[src/rtl/clock_pkg.sv]
// Shared time-of-day types and limits for the clock blocks.
// The alarm and date blocks reuse time_t and the wrap helpers.
package clock_pkg;

   localparam int HOUR_W   = 5;
   localparam int MINSEC_W = 6;

   localparam logic [MINSEC_W-1:0] SEC_MAX  = 6'd59;
   localparam logic [MINSEC_W-1:0] MIN_MAX  = 6'd59;
   localparam logic [HOUR_W-1:0]   HOUR_MAX = 5'd23;

   typedef struct packed {
      logic [HOUR_W-1:0]   hours;
      logic [MINSEC_W-1:0] mins;
      logic [MINSEC_W-1:0] secs;
   } time_t;

   // Saturating compare keeps a corrupted value from ever walking past max.
   function automatic logic [MINSEC_W-1:0] wrap_inc_ms(input logic [MINSEC_W-1:0] v,
                                                       input logic [MINSEC_W-1:0] max);
      return (v >= max) ? {MINSEC_W{1'b0}} : v + 6'd1;
   endfunction

   function automatic logic [HOUR_W-1:0] wrap_inc_h(input logic [HOUR_W-1:0] v);
      return (v >= HOUR_MAX) ? {HOUR_W{1'b0}} : v + 5'd1;
   endfunction

endpackage

[src/rtl/tick_prescaler.sv]
// Divides clk down to a one-cycle tick every TICKS_PER_SEC enabled cycles.
module tick_prescaler #(
   parameter int TICKS_PER_SEC = 100_000_000,
   parameter int PRESCALE_W    = $clog2(TICKS_PER_SEC)
) (
   input  logic clk,
   input  logic reset,
   input  logic en,
   input  logic clr,
   output logic tick
);

   localparam logic [PRESCALE_W-1:0] TERM = PRESCALE_W'(TICKS_PER_SEC - 1);

   logic [PRESCALE_W-1:0] pcnt;

   assign tick = en && (pcnt == TERM);

   // clr wins over counting so a load restarts a full second
   always_ff @(posedge clk or posedge reset) begin
      if (reset) begin
         pcnt <= {PRESCALE_W{1'b0}};
      end else if (clr) begin
         pcnt <= {PRESCALE_W{1'b0}};
      end else if (tick) begin
         pcnt <= {PRESCALE_W{1'b0}};
      end else if (en) begin
         pcnt <= pcnt + PRESCALE_W'(1);
      end else begin
         pcnt <= pcnt;
      end
   end

endmodule

[src/rtl/rtc_timekeeper.sv]
// Time-of-day core: 1 Hz seconds/minutes/hours with load, increment buttons,
// 12/24 h display mapping and carry pulses for the alarm and date blocks.
module rtc_timekeeper
   import clock_pkg::*;
#(
   parameter int TICKS_PER_SEC = 100_000_000,
   parameter int PRESCALE_W    = $clog2(TICKS_PER_SEC)
) (
   input  logic                clk,
   input  logic                reset,
   input  logic                run,
   input  logic                mode_12h,
   input  logic                set_en,
   input  logic [HOUR_W-1:0]   set_hours,
   input  logic [MINSEC_W-1:0] set_mins,
   input  logic                inc_hour,
   input  logic                inc_min,
   output logic [HOUR_W-1:0]   hours,
   output logic [MINSEC_W-1:0] mins,
   output logic [MINSEC_W-1:0] secs,
   output logic [HOUR_W-1:0]   disp_hours,
   output logic                pm,
   output logic                sec_pulse,
   output logic                min_carry,
   output logic                day_carry,
   output logic                set_err
);

   time_t cur, nxt;
   logic  tick, load_ok, load;
   logic  sec_pulse_nxt, min_carry_nxt, day_carry_nxt, set_err_nxt;

   assign load_ok = (set_hours <= HOUR_MAX) && (set_mins <= MIN_MAX);
   assign load    = set_en && load_ok;

   tick_prescaler #(
      .TICKS_PER_SEC (TICKS_PER_SEC),
      .PRESCALE_W    (PRESCALE_W)
   ) u_prescaler (
      .clk   (clk),
      .reset (reset),
      .en    (run),
      .clr   (load),
      .tick  (tick)
   );

   // Priority: load strobe, then increment buttons, then the 1 Hz tick.
   always_comb begin
      nxt           = cur;
      sec_pulse_nxt = 1'b0;
      min_carry_nxt = 1'b0;
      day_carry_nxt = 1'b0;
      set_err_nxt   = 1'b0;
      if (set_en) begin
         if (load_ok) begin
            nxt.hours = set_hours;
            nxt.mins  = set_mins;
            nxt.secs  = 6'd0;
         end else begin
            set_err_nxt = 1'b1;
         end
      end else if (inc_hour || inc_min) begin
         if (inc_hour) begin
            nxt.hours = wrap_inc_h(cur.hours);
         end else begin
            nxt.hours = cur.hours;
         end
         if (inc_min) begin
            nxt.mins = wrap_inc_ms(cur.mins, MIN_MAX);
         end else begin
            nxt.mins = cur.mins;
         end
      end else if (tick) begin
         sec_pulse_nxt = 1'b1;
         nxt.secs      = wrap_inc_ms(cur.secs, SEC_MAX);
         if (cur.secs >= SEC_MAX) begin
            min_carry_nxt = 1'b1;
            nxt.mins      = wrap_inc_ms(cur.mins, MIN_MAX);
            if (cur.mins >= MIN_MAX) begin
               nxt.hours     = wrap_inc_h(cur.hours);
               day_carry_nxt = (cur.hours >= HOUR_MAX);
            end else begin
               nxt.hours = cur.hours;
            end
         end else begin
            nxt.mins = cur.mins;
         end
      end else begin
         nxt = cur;
      end
   end

   // Time and pulses update together so pulses align with the new value.
   always_ff @(posedge clk or posedge reset) begin
      if (reset) begin
         cur       <= '0;
         sec_pulse <= 1'b0;
         min_carry <= 1'b0;
         day_carry <= 1'b0;
         set_err   <= 1'b0;
      end else begin
         cur       <= nxt;
         sec_pulse <= sec_pulse_nxt;
         min_carry <= min_carry_nxt;
         day_carry <= day_carry_nxt;
         set_err   <= set_err_nxt;
      end
   end

   assign hours = cur.hours;
   assign mins  = cur.mins;
   assign secs  = cur.secs;
   assign pm    = (cur.hours >= 5'd12);

   // 12 h mapping: midnight reads 12, afternoon hours fold down by 12.
   always_comb begin
      disp_hours = cur.hours;
      if (!mode_12h) begin
         disp_hours = cur.hours;
      end else if (cur.hours == 5'd0) begin
         disp_hours = 5'd12;
      end else if (cur.hours > 5'd12) begin
         disp_hours = cur.hours - 5'd12;
      end else begin
         disp_hours = cur.hours;
      end
   end

endmodule

[config.mk]
export PLATFORM = sky130hd
export DESIGN_NAME = rtc_timekeeper
export DESIGN_NICKNAME = d
export VERILOG_FILES = /design/src/rtl/clock_pkg.sv /design/src/rtl/tick_prescaler.sv /design/src/rtl/rtc_timekeeper.sv
export SDC_FILE = /design/constraint.sdc
export NUM_CORES = 1
export LEC_CHECK = 0
export ABC_AREA = 1
export CAP_MARGIN = 0
export CORE_UTILIZATION = 40
export DETAILED_ROUTE_END_ITERATION = 8
export PLACE_DENSITY = 0.72
export SYNTH_ARGS = -nofsm -noshare
export SYNTH_HDL_FRONTEND = slang
export SYNTH_HIERARCHICAL = 1
export SYNTH_SLANG_ARGS = --single-unit
[constraint.sdc]
create_clock -name clk -period 2.8 [get_ports clk]
set_input_delay 0.84 -clock clk [delete_from_list [all_inputs] [get_ports clk]]
set_output_delay 0.84 -clock clk [all_outputs]
set_load 0.02 [all_outputs]
# Word-level counts from Yosys, hierarchy flattened
# Index checks and enable logic that the tools add are counted.
# classes
n_eq_ne,5
reduce_logical,13
addsub,5
magnitude_cmp,7
muxes,33
# op_table
op,n
2-to-1 mux 27 bit,3
2-to-1 mux 17 bit,3
2-to-1 mux 5 bit,7
2-to-1 mux 6 bit,5
adder 27 x 1 -> 27 bit (second input constant),1
equality test 27 bit (second input constant),1
2-to-1 mux 1 bit,14
adder 6 x 1 -> 6 bit (second input constant),2
>= comparator 6 bit (second input constant),2
nonzero test 3 bit,4
2-to-1 mux 11 bit,1
<= comparator 6 bit (second input constant),1
inequality test 3 bit (second input constant),2
adder 5 x 1 -> 5 bit (second input constant),1
>= comparator 5 x 4 -> 1 bit (second input constant),1
>= comparator 5 bit (second input constant),1
> comparator 5 x 4 -> 1 bit (second input constant),1
<= comparator 5 bit (second input constant),1
logical NOT 5 bit,1
AND reduction 5 bit,1
subtractor 5 x 4 -> 5 bit (second input constant),1
AND reduction 4 bit,1
logical AND 1 bit,3
AND reduction 3 bit,1
4 further kinds,4
# totals
elab_cells,71
out_inout_bits,27
ff_bits,48
input_bits,18

# Depth between registers and ports, before layout
# Gate-level depths: netlist (run 1).
# logic_depth
word_depth,7
mapped_depth,13
mapped_depth_nobuf,13

# Cells and area by module
# Netlist (run 1), hierarchy kept.
# modules_own_cells
mod,n_inst,seq_area_each_um2,cells_each,area_per_inst_um2
tick_prescaler,1,675.6,264,1785.5
rtc_timekeeper,1,525.5,222,1498.9

# Least setup slack after synthesis (run 1)
# No wires, ideal clock.
# synth_timing
path_kind,in2out
startpoint,input mode_12h
endpoint,output disp_hours[2]
required_ps,1960
n_path_buf,0
stages,6
t_arrival_ps,1336
setup_slack_ps,624
path_cell_list,inv_1 nor2_1 nand2_1 inv_1 nand2_1 nand3_1
# synth_via
elab_chain_cells,1
# synth_rtl
item,line,text
"start, declared",rtc_timekeeper.sv:12,"input logic mode_12h,"
2-to-1 mux 5 bit,rtc_timekeeper.sv:118,if (!mode_12h) begin
"end, declared",rtc_timekeeper.sv:21,"output logic [HOUR_W-1:0] disp_hours,"
# No other way between the ends.

# Worst setup path after layout (run 1)
# layout_timing
startpoint,register cur (netlist bit hours[2])
endpoint,output pm
# layout_via
elab_chain_cells,1
# layout_rtl
item,line,text
"start, declared",rtc_timekeeper.sv:29,"time_t cur, nxt;"
"start signal, assigned",rtc_timekeeper.sv:102,cur <= nxt;
>= comparator 5 x 4 -> 1 bit,rtc_timekeeper.sv:113,assign pm = (cur.hours >= 5'd12);
"end, declared",rtc_timekeeper.sv:22,"output logic pm,"
# No other way between the ends.

==> results.py, run 1 <==
metrics = {
    "floorplanning": {
        "boundaryPins": 45,
        "core-area_um2": 7850,
        "rows": 32,
        "dieArea_um2": 8580,
        "die_y_um": 92.6,
        "fp.dieW_um": 92.6,
        "initial_core_util_pct": 41.9,
    },
    "clock_network": {
        "clock_latency_ns": 0.31,
        "cts_tree": "yes",
        "h-tree-depth": 2,
        "numCtsBuffers": 5,
        "postCtsHoldBufs": 0,
        "clk_pin_slew_ns": 0.09,
        "cts_sinks": 48,
        "clock_path_buffers": 2,
        "root_buffer": "clkbuf_8",
    },
    "pwr": {
        "internal-power_mw": 1.24,
        "p_per_area_nw_per_um2": 460,
        "pwr-share-seq_pct": 42.7,
        "combPwrFrac_pct": 29.3,
        "ir_drop_uv": 300,
        "pwr-share-clk_pct": 27.9,
        "p_leak_nw": 1.92,
        "swShare_pct": 33.1,
        "switching_power_mw": 0.612,
    },
    "sta": {
        "finalHoldViolations": 0,
        "setup_viol": 0,
        "max_freq_ghz": 0.377,
        "rsz0062_at_grt": "no",
        "fin_crit_sh_pct": 94.8,
        "finClkSkew_ns": 0.00984,
        "max-slew-margin-rel_pct": 70.2,
        "report.final.slew_viol_count": 0,
        "min_period_ns": 2.65,
        "worst_pin_slew_ns": 0.444,
        "timing.hold.ws_ns": 0.535,
    },
    "detailed_routing": {
        "drc": 0,
        "wl_per_cell_um": 12.1,
        "initialDrtViolationCount": 155,
        "postRouteAntennaNets": 0,
        "routed_wl_um": 7820,
        "vias": 3226,
        "dr.pass1.iters": 5,
        "viasPerCell": 4.98,
    },
    "synth": {
        "synthDistinctLibCells": 30,
        "synth_cells": 486,
        "syn-num-nets": 512,
        "synth_edf_count": 0,
        "yosys_warnings": 6,
        "synthFlopType": "dfrtp_1",
        "yosysSeqAreaShare_pct": 36.6,
        "synth_top_area_share_pct": 36.6,
        "synth_top_area_cell": "dfrtp_1",
        "synth_area_per_cell_um2": 6.76,
        "yosys_register_bits": 48,
        "synth_area_leaders": "dfrtp_1 37%, nand2_1 19%, nor2_1 8.6%",
        "synthesis.area_um2": 3280,
        "async_flop_share_pct": 100,
    },
    "placement": {
        "hpwl_um": 6100,
        "placed_cell_area_um2": 3890,
        "gp_congestion": 0.892,
        "io_buffers": 44,
    },
    "global_route": {
        "grt_pass1_wl_um": 13700,
        "grt_max_degree": 28,
        "grt-ovfl-total": 0,
        "track_usage_pct": 19.8,
        "grt_pass1_vias": 3036,
        "antenna_found_initial": 0,
    },
    "worst_setup_path": {
        "startpoint_type": "flip-flop",
        "rr_startpoint": "u_prescaler/pcnt[0]",
        "crit_chain": "ha_1 > nand3_1 > nand2_1 > clkdlybuf4s50_1",
        "max_stage_delay_ns": 0.60,
        "cp-end-kind": "output port",
        "cpMaxStageDelayCell": "clkdlybuf4s50_1",
        "reg2reg_depth": 14,
        "critPathKind": "flip-flop to output port",
        "cp.arrival_ns": 1.81,
        "crit_required_ns": 1.96,
        "worst-path-buf-inv": 1,
        "crit_fanout": 8,
        "r2r_setup_slack_ns": 0.43,
        "cp_top_family": "buffers and inverters",
        "r2r-end": "hours[3]",
    },
    "worst_hold_path": {
        "min_from": "mins[5]",
        "worstHoldEndpoint": "mins[5]",
        "min_path_cells": 2,
        "hp-class": "flip-flop to flip-flop",
    },
    "layout": {
        "nets": 571,
        "fillCellCount": 783,
        "area_growth_pct": 22.4,
        "diodes": 0,
        "mostFrequentLayoutCell": "nand2_1",
        "layout_common_cells": "170 x nand2_1, 75 x nor2_1, 58 x inv_1",
        "fin_area_um2": 4020,
        "drive_gt1_share_pct": 11.2,
    },
    "run_status": {
        "status": "finished clean",
    },
    "flow_run": {
        "cap_violations": 0,
    },
}
-- Yosys cell counts (2+ instances only) --
cell,n
dfrtp_1,48
nand3_2,4
nor2_4,4
nand2_4,2
nand3b_1,3
ha_1,8
nand2_1,170
nor4_1,2
a21oi_1,4
nand3_1,25
nand2_2,8
xnor2_1,9
o21ai_0,10
nor2_1,75
inv_1,58
inv_2,2
nor2_2,13
o21ai_1,6
o21bai_1,3
o22ai_1,3
nor3_1,5
nand4_1,11
xor2_1,6
-- cells by family (layout without fill, tap and decap cells) --
kind of cell               Yosys count  after routing  synth area share, %
and+or+nand+nor                    325            325                 44.0
buffers and inverters               64            124                 8.04
DFF                                 48             48                 36.6
AOI/OAI and AO/OA                   26             26                 4.30
xor gates and xnor gates            15             15                 4.00
adders and majority gates            8              8                 3.05
-- worst max-delay path by stage --
stage,startpoint,endpoint,cells past startpoint
2_1_floorplan,mode_12h,disp_hours[2],6
3_3_place_gp,mode_12h,disp_hours[2],8
3_5_place_dp,mode_12h,disp_hours[3],8
4_1_cts,hours[2],pm,4
5_1_grt,hours[2],pm,4
6_report,hours[2],pm,4
-- per-layer routing --
metal,part of all wire (%),track usage (%),wire (µm)
met5,0,0,0
met4,1.3,5.64,102
met1,45,26.5,3560
met2,49,33.4,3810
met3,4.5,2.63,354
-- final cells by class --
type,instances,area [µm²],area share (%)
Tap cell,102,128,3.17
Clock inverter,3,46.3,1.15
Multi-Input combinational cell,374,1820,45.3
Timing Repair Buffer,55,523,13.0
Clock buffer,5,68.8,1.71
Sequential cell,48,1200,29.9
Inverter,61,231,5.76
-- stage by stage --
stage,setup slack (ns),util [%],power [mW],TNS [ns],cells
floorplan,0.624,-,1.11,0,486
global placement,-0.385,49.6,1.33,-1.59,639
detailed placement,-0.451,49.6,1.35,-1.89,639
CTS,0.0634,51.2,1.87,0,648
global route,0.0584,51.2,1.96,0,648
finish,0.147,51.2,1.85,0,648
-- power by group through the flow --
stage	sequential, mW	combinational (mW)	clock [mW]
final	0.790	0.542	0.516
after global routing	0.797	0.602	0.563
after CTS	0.788	0.547	0.532
after detailed placement	0.802	0.548	0
after global placement	0.800	0.532	0
after floorplan	0.842	0.268	0
-- sequential cells by signal, summed over array words and instances, names as in the netlist --
signal,cells
day_carry,1
hours,5
secs,6
u_prescaler/pcnt,27
sec_pulse,1
min_carry,1
mins,6
set_err,1
-- worst min-delay path, delay by kind of cell (launching register included) --
family / cells / cell delay (ns)
AND/OR/NAND/NOR: 2 / 0.12
flip-flops: 1 / 0.39
-- timing repair --
item                                    CTS  global route
pin swaps                                 0             0
buffers inserted                          1             0
endpoints found under the setup margin    5             1
gates resized for setup                  21             2
Power figures use the tool's default switching activity.
==> run 2: changes to the inputs <==
- PLACE_DENSITY: 0.72 -> 0.75
- clock period: 2.8 -> 2.4 ns (I/O delays scaled with it)
==> run 2 against run 1 <==
  * Non-clock buffer count rose by 17
  * Largest cell class unchanged
  * Clock skew fell by 0.0036 ns
  * Die area did not move
  * Via count barely moved
  * Register-to-register slack got worse by 0.15 ns
  * Worst hold slack got worse by 0.022 ns
  * Clock-buffer cell count rose by 1
  * Design area rose by 3.2%
  * First-iteration DRC count rose by 5.8%
==> results.py, run 2 (synthesis gave the netlist of run 1 again) <==
metrics = {
    "detailed_routing": {
        "vias": 3225,
        "wl_per_cell_um": 11.9,
        "drc": 0,
        "dr.pass1.iters": 5,
        "initialDrtViolationCount": 164,
        "viasPerCell": 4.85,
        "postRouteAntennaNets": 0,
        "routed_wl_um": 7920,
    },
    "placement": {
        "pre_cts_slack_ns": -0.626,
        "placed_cell_area_um2": 4010,
        "hpwl_um": 6180,
        "io_buffers": 44,
        "gp_congestion": 0.875,
    },
    "global_route": {
        "grt_pass1_vias": 3116,
        "antenna_found_initial": 0,
        "grt_max_degree": 28,
        "track_usage_pct": 20.1,
        "grt_pass1_wl_um": 14000,
        "grt-ovfl-total": 0,
    },
    "sta": {
        "rsz0062_at_grt": "no",
        "max_freq_ghz": 0.438,
        "max-slew-margin-rel_pct": 76.6,
        "fin_crit_sh_pct": 95.0,
        "report.final.slew_viol_count": 0,
        "finClkSkew_ns": 0.00622,
        "setup_viol": 0,
        "worst_pin_slew_ns": 0.351,
        "setup_slack_ns": 0.119,
        "finalHoldViolations": 0,
        "min_period_ns": 2.28,
    },
    "clock_network": {
        "clk_pin_slew_ns": 0.08,
        "cts_sinks": 48,
        "numCtsBuffers": 5,
        "root_buffer": "clkbuf_8",
        "clock_path_buffers": 2,
        "clock_latency_ns": 0.30,
        "h-tree-depth": 2,
        "cts_tree": "yes",
        "postCtsHoldBufs": 0,
    },
    "layout": {
        "mostFrequentLayoutCell": "nand2_1",
        "multi_input_area_um2": 1850,
        "drive_gt1_share_pct": 14.7,
        "fin_area_um2": 4150,
        "largest_register": "u_prescaler/pcnt",
        "diodes": 0,
        "nets": 588,
        "area_growth_pct": 26.3,
        "largest_reg_flops": 27,
        "final_util_pct": 52.9,
        "seq_area_um2": 1200,
        "fillCellCount": 784,
        "layout_common_cells": "169 x nand2_1, 74 x nor2_1, 58 x inv_1",
    },
    "worst_setup_path": {
        "r2r_setup_slack_ns": 0.28,
        "crit_path_frequent_cell": "inv_1",
        "crit_required_ns": 1.68,
        "cpMaxStageDelayCell": "dfrtp_2",
        "startpoint_type": "flip-flop",
        "worst-path-buf-inv": 3,
        "max_stage_delay_ns": 0.45,
        "cp_top_family": "flip-flops",
        "crit_chain": "inv_1 > ha_1 > nand4_1 > nand2_1 > inv_1 > dlygate4sd2_1",
        "critPathKind": "flip-flop to output port",
        "crit_fanout": 6,
        "cp.arrival_ns": 1.56,
        "cp-end-kind": "output port",
    },
    "pwr": {
        "internal-power_mw": 1.38,
        "pwr-share-clk_pct": 23.9,
        "p_per_area_nw_per_um2": 501,
        "swShare_pct": 33.4,
        "pwr-share-seq_pct": 43.8,
        "switching_power_mw": 0.695,
        "p_leak_nw": 2.01,
        "ir_drop_uv": 270,
        "finalPower_mw": 2.08,
        "combPwrFrac_pct": 32.3,
    },
    "floorplanning": {
        "dieArea_um2": 8580,
        "boundaryPins": 45,
        "initial_core_util_pct": 41.9,
        "fp.dieW_um": 92.6,
        "rows": 32,
        "die_y_um": 92.6,
        "core-area_um2": 7850,
    },
    "flow_run": {
        "cap_violations": 0,
    },
    "worst_hold_path": {
        "hp-class": "flip-flop to flip-flop",
    },
    "run_status": {
        "status": "finished clean",
    },
}
run 2: cell count changes in the layout (fill, tap and decap cells not counted), sizes merged:
cell / change
buf: +17
bufinv: -1
clkbuf: +1
clkdlybuf4s15: -1
clkdlybuf4s50: -2
clkinv: +2
clkinvlp: -1
dlygate4sd2: +2
dlymetal6s2s: +1
inv: -1
run 2: cell type report:
| cell class | count | share of cell area (%) |
|---|---|---|
| multi-input combinational | 374 | 44.5 |
| sequential | 48 | 29.0 |
| timing repair buffer | 72 | 15.6 |
| inverter | 61 | 5.58 |
| tap | 102 | 3.08 |
| clock buffer | 6 | 1.99 |
| clock inverter | 2 | 0.241 |
run 2: per-layer routing:
metal  track usage, %  up-vias  wire, µm
li1                 -     1663         -
met4             6.03        0        68
met1             26.7     1477      3660
met2             34.4       79      3870
met5                0        -         0
met3             2.38        6       327
run 2: power groups by stage:
stage | clock network (mW) | registers, mW | logic [mW]
after global placement | 0 | 0.924 | 0.660
after CTS | 0.517 | 0.911 | 0.661
after global routing | 0.545 | 0.923 | 0.743
final | 0.497 | 0.912 | 0.671
after detailed placement | 0 | 0.927 | 0.672
after floorplan | 0 | 0.982 | 0.313
run 2: worst min-delay path: stages (launching register included):
cell	delay, ns
dfrtp_1	0.37
nand2_1	0.06
nand2_1	0.05
run 2: path summary, 6_finish.rpt:
| kind | startpoint | endpoint | cells past startpoint |
|---|---|---|---|
| max in group asynchronous | reset | u_prescaler/pcnt[20] | 3 |
| worst max-delay path | hours[3] | disp_hours[1] | 6 |
| worst max register to register | u_prescaler/pcnt[0] | hours[1] | 14 |
| min in group asynchronous | reset | secs[4] | 3 |
| worst min register to register | mins[5] | mins[5] | 2 |
| worst min-delay path | mins[5] | mins[5] | 2 |
run 2: timing repair:
item | in CTS | in global routing
endpoints found under the hold margin | 0 | 0
resized for setup | 19 | 11
endpoints found under the setup margin | 6 | 23
pin swaps | 1 | 4
buffers inserted | 1 | 2
run 2: metrics by stage:
| stage | cells | setup TNS (ns) | hold slack, ns |
|---|---|---|---|
| 2_1_floorplan | 486 | 0 | 0.496 |
| 3_3_place_gp | 654 | -5.70 | 0.495 |
| 3_5_place_dp | 654 | -6.55 | 0.498 |
| 4_1_cts | 663 | 0 | 0.519 |
| 5_1_grt | 665 | 0 | 0.575 |
| 6_report | 665 | 0 | 0.513 |
==> run 3: changes to the inputs <==
- PLACE_DENSITY: 0.75 -> 0.73
- SYNTH_HIERARCHICAL: 1 -> unset
- clock period: 2.4 -> 2.65 ns (I/O delays scaled with it)
==> run 3 against run 2 <==
  * Via count fell by 7.0%
  * Clock power fell by 13%
  * Combinational power fell by 4.6%
==> results.py, run 3 <==
metrics = {
    "placement": {
        "placed_cell_area_um2": 3810,
        "hpwl_um": 5780,
        "pre_cts_slack_ns": -0.611,
        "gp_congestion": 0.932,
        "dp_cells": 602,
        "io_buffers": 44,
    },
    "synth": {
        "synth_edf_count": 0,
        "synth_cells": 448,
        "yosysSeqAreaShare_pct": 38.3,
        "synthTopCellsByCount": "142 x nand2_1, 58 x nor2_1, 48 x dfrtp_1",
        "async_flop_share_pct": 100,
        "synth_area_leaders": "dfrtp_1 38%, nand2_1 17%, nor2_1 6.9%",
        "yosys_warnings": 0,
        "synth_top_area_share_pct": 38.3,
        "synthFlopType": "dfrtp_1",
        "yosys_register_bits": 48,
        "synth_top_area_cell": "dfrtp_1",
        "syn-num-nets": 474,
        "synthDistinctLibCells": 34,
        "synthesis.area_um2": 3140,
        "synth_area_per_cell_um2": 7.00,
        "synth.most_common_cell": "nand2_1",
    },
    "clock_network": {
        "postCtsSetupBuffers": 0,
        "cts_tree": "yes",
        "root_buffer": "clkbuf_8",
        "postCtsHoldBufs": 0,
        "clock_latency_ns": 0.31,
        "clk_pin_slew_ns": 0.09,
        "cts_resized": 23,
        "h-tree-depth": 2,
        "numCtsBuffers": 5,
        "clock_path_buffers": 2,
        "cts_sinks": 48,
    },
    "sta": {
        "timing.hold.ws_ns": 0.532,
        "max_freq_ghz": 0.387,
        "rsz0062_at_grt": "no",
        "max-slew-margin-rel_pct": 74.5,
        "fin_crit_sh_pct": 97.5,
        "setup_viol": 0,
        "finalHoldViolations": 0,
        "report.final.slew_viol_count": 0,
        "finClkSkew_ns": 0.0179,
        "worst_pin_slew_ns": 0.382,
        "min_period_ns": 2.58,
        "setup_slack_ns": 0.0672,
        "setup-tns-final_ns": 0,
    },
    "worst_setup_path": {
        "startpoint_type": "input pin",
        "critPathKind": "input pin to output port",
        "crit_chain": "dlygate4sd2_1 > buf_4 > nand3_1 > inv_1 > a21oi_1 > o21ai_0 > clkdlybuf4s15_2",
        "cp.arrival_ns": 1.79,
        "cpMaxStageDelayCell": "clkdlybuf4s15_2",
        "cp_top_family": "buffers and inverters",
        "crit_required_ns": 1.86,
        "crit_fanout": 3,
        "max_stage_delay_ns": 0.25,
        "worst-path-buf-inv": 4,
        "cp-end-kind": "output port",
    },
    "detailed_routing": {
        "dr.pass1.iters": 4,
        "vias": 3000,
        "drc": 0,
        "postRouteAntennaNets": 0,
        "viasPerCell": 4.93,
        "initialDrtViolationCount": 160,
        "routed_wl_um": 7470,
        "wl_per_cell_um": 12.3,
    },
    "floorplanning": {
        "boundaryPins": 45,
        "fp.dieW_um": 90.6,
        "initial_core_util_pct": 42.4,
        "rows": 31,
        "die_y_um": 90.6,
        "core-area_um2": 7410,
        "dieArea_um2": 8200,
    },
    "global_route": {
        "antenna_found_initial": 0,
        "track_usage_pct": 19.4,
        "grt_pass1_vias": 2945,
        "grt_max_degree": 49,
        "grt-ovfl-total": 0,
        "grt_pass1_wl_um": 13100,
    },
    "pwr": {
        "ir_drop_uv": 220,
        "finalPower_mw": 1.92,
        "p_leak_nw": 1.76,
        "p_per_area_nw_per_um2": 494,
    },
    "run_status": {
        "status": "finished clean",
    },
    "layout": {
        "largest_register": "u_prescaler.pcnt",
        "drive_gt1_share_pct": 11.8,
        "largest_reg_flops": 27,
        "fillCellCount": 711,
        "fin_area_um2": 3890,
        "mostFrequentLayoutCell": "nand2_1",
        "area_growth_pct": 23.9,
        "stdcell_count": 609,
        "diodes": 0,
        "layout_common_cells": "142 x nand2_1, 57 x nor2_1, 48 x dfrtp_1",
        "final_util_pct": 52.5,
        "nets": 536,
    },
    "worst_hold_path": {
        "hp-class": "flip-flop to flip-flop",
    },
    "flow_run": {
        "cap_violations": 0,
    },
}
==> run 3: cell types whose count changed after synthesis, moves of 7 or more <==
cell	before	now
nor2_1	75	58
xnor2_1	9	2
nand3_1	25	38
nand2_1	170	142
xor2_1	6	15
inv_1	58	46
o21ai_0	10	22
==> run 3: path summary, 6_finish.rpt <==
| path | cells past startpoint | to | startpoint | slack, ns |
|---|---|---|---|---|
| setup / recovery | 7 | disp_hours[3] | mode_12h | 0.07 |
| hold / removal | 2 | secs[5] | secs[5] | 0.53 |
| setup reg to reg | 7 | u_prescaler.pcnt[5] | u_prescaler.pcnt[0] | 0.86 |
| hold reg to reg | 2 | secs[5] | secs[5] | 0.53 |
| max in group asynchronous | 3 | u_prescaler.pcnt[21] | reset | 1.58 |
| min in group asynchronous | 3 | u_prescaler.pcnt[7] | reset | 0.84 |
==> run 3: routing by layer <==
metal | up-vias | global-route usage [%] | part of all wire [%]
met5 | - | 0 | 0
met3 | 10 | 3.54 | 5.2
met4 | 0 | 4.03 | 1.3
met1 | 1377 | 25.3 | 47
li1 | 1547 | - | -
met2 | 66 | 33.4 | 47
==> run 3: cells by family after synthesis <==
group                    after synthesis  share of synthesized area (%)
flip-flops                            48                           38.3
XOR/XNOR                              17                           4.75
AO/OA/AOI/OAI                         36                           6.10
AND/OR/NAND/NOR                      285                           40.5
adder cells (fa/ha/maj)                8                           3.19
buffers and inverters                 54                           7.18
==> run 3: worst min-delay path: stages (launching register included) <==
cell and delay [ns]:
dfrtp_1 0.38, nand2_1 0.06, nand2_1 0.06
==> run 3: power breakdown <==
group,total [mW],internal (mW),leakage [nW],switching [mW]
Sequential,0.848,0.783,0.649,0.0649
Combinational,0.640,0.286,1.07,0.354
Clock,0.432,0.179,0.0400,0.253
Total,1.92,1.25,1.76,0.671
==> run 3: area by class of cell <==
class | instances | area [µm²] | share of cell area [%]
inverters | 47 | 176 | 4.54
clock buffers | 5 | 68.8 | 1.77
flip-flops and latches | 48 | 1200 | 30.9
repair buffers | 62 | 574 | 14.8
multi-input cells | 346 | 1730 | 44.5
well taps | 99 | 124 | 3.19
clock inverters | 2 | 12.5 | 0.322
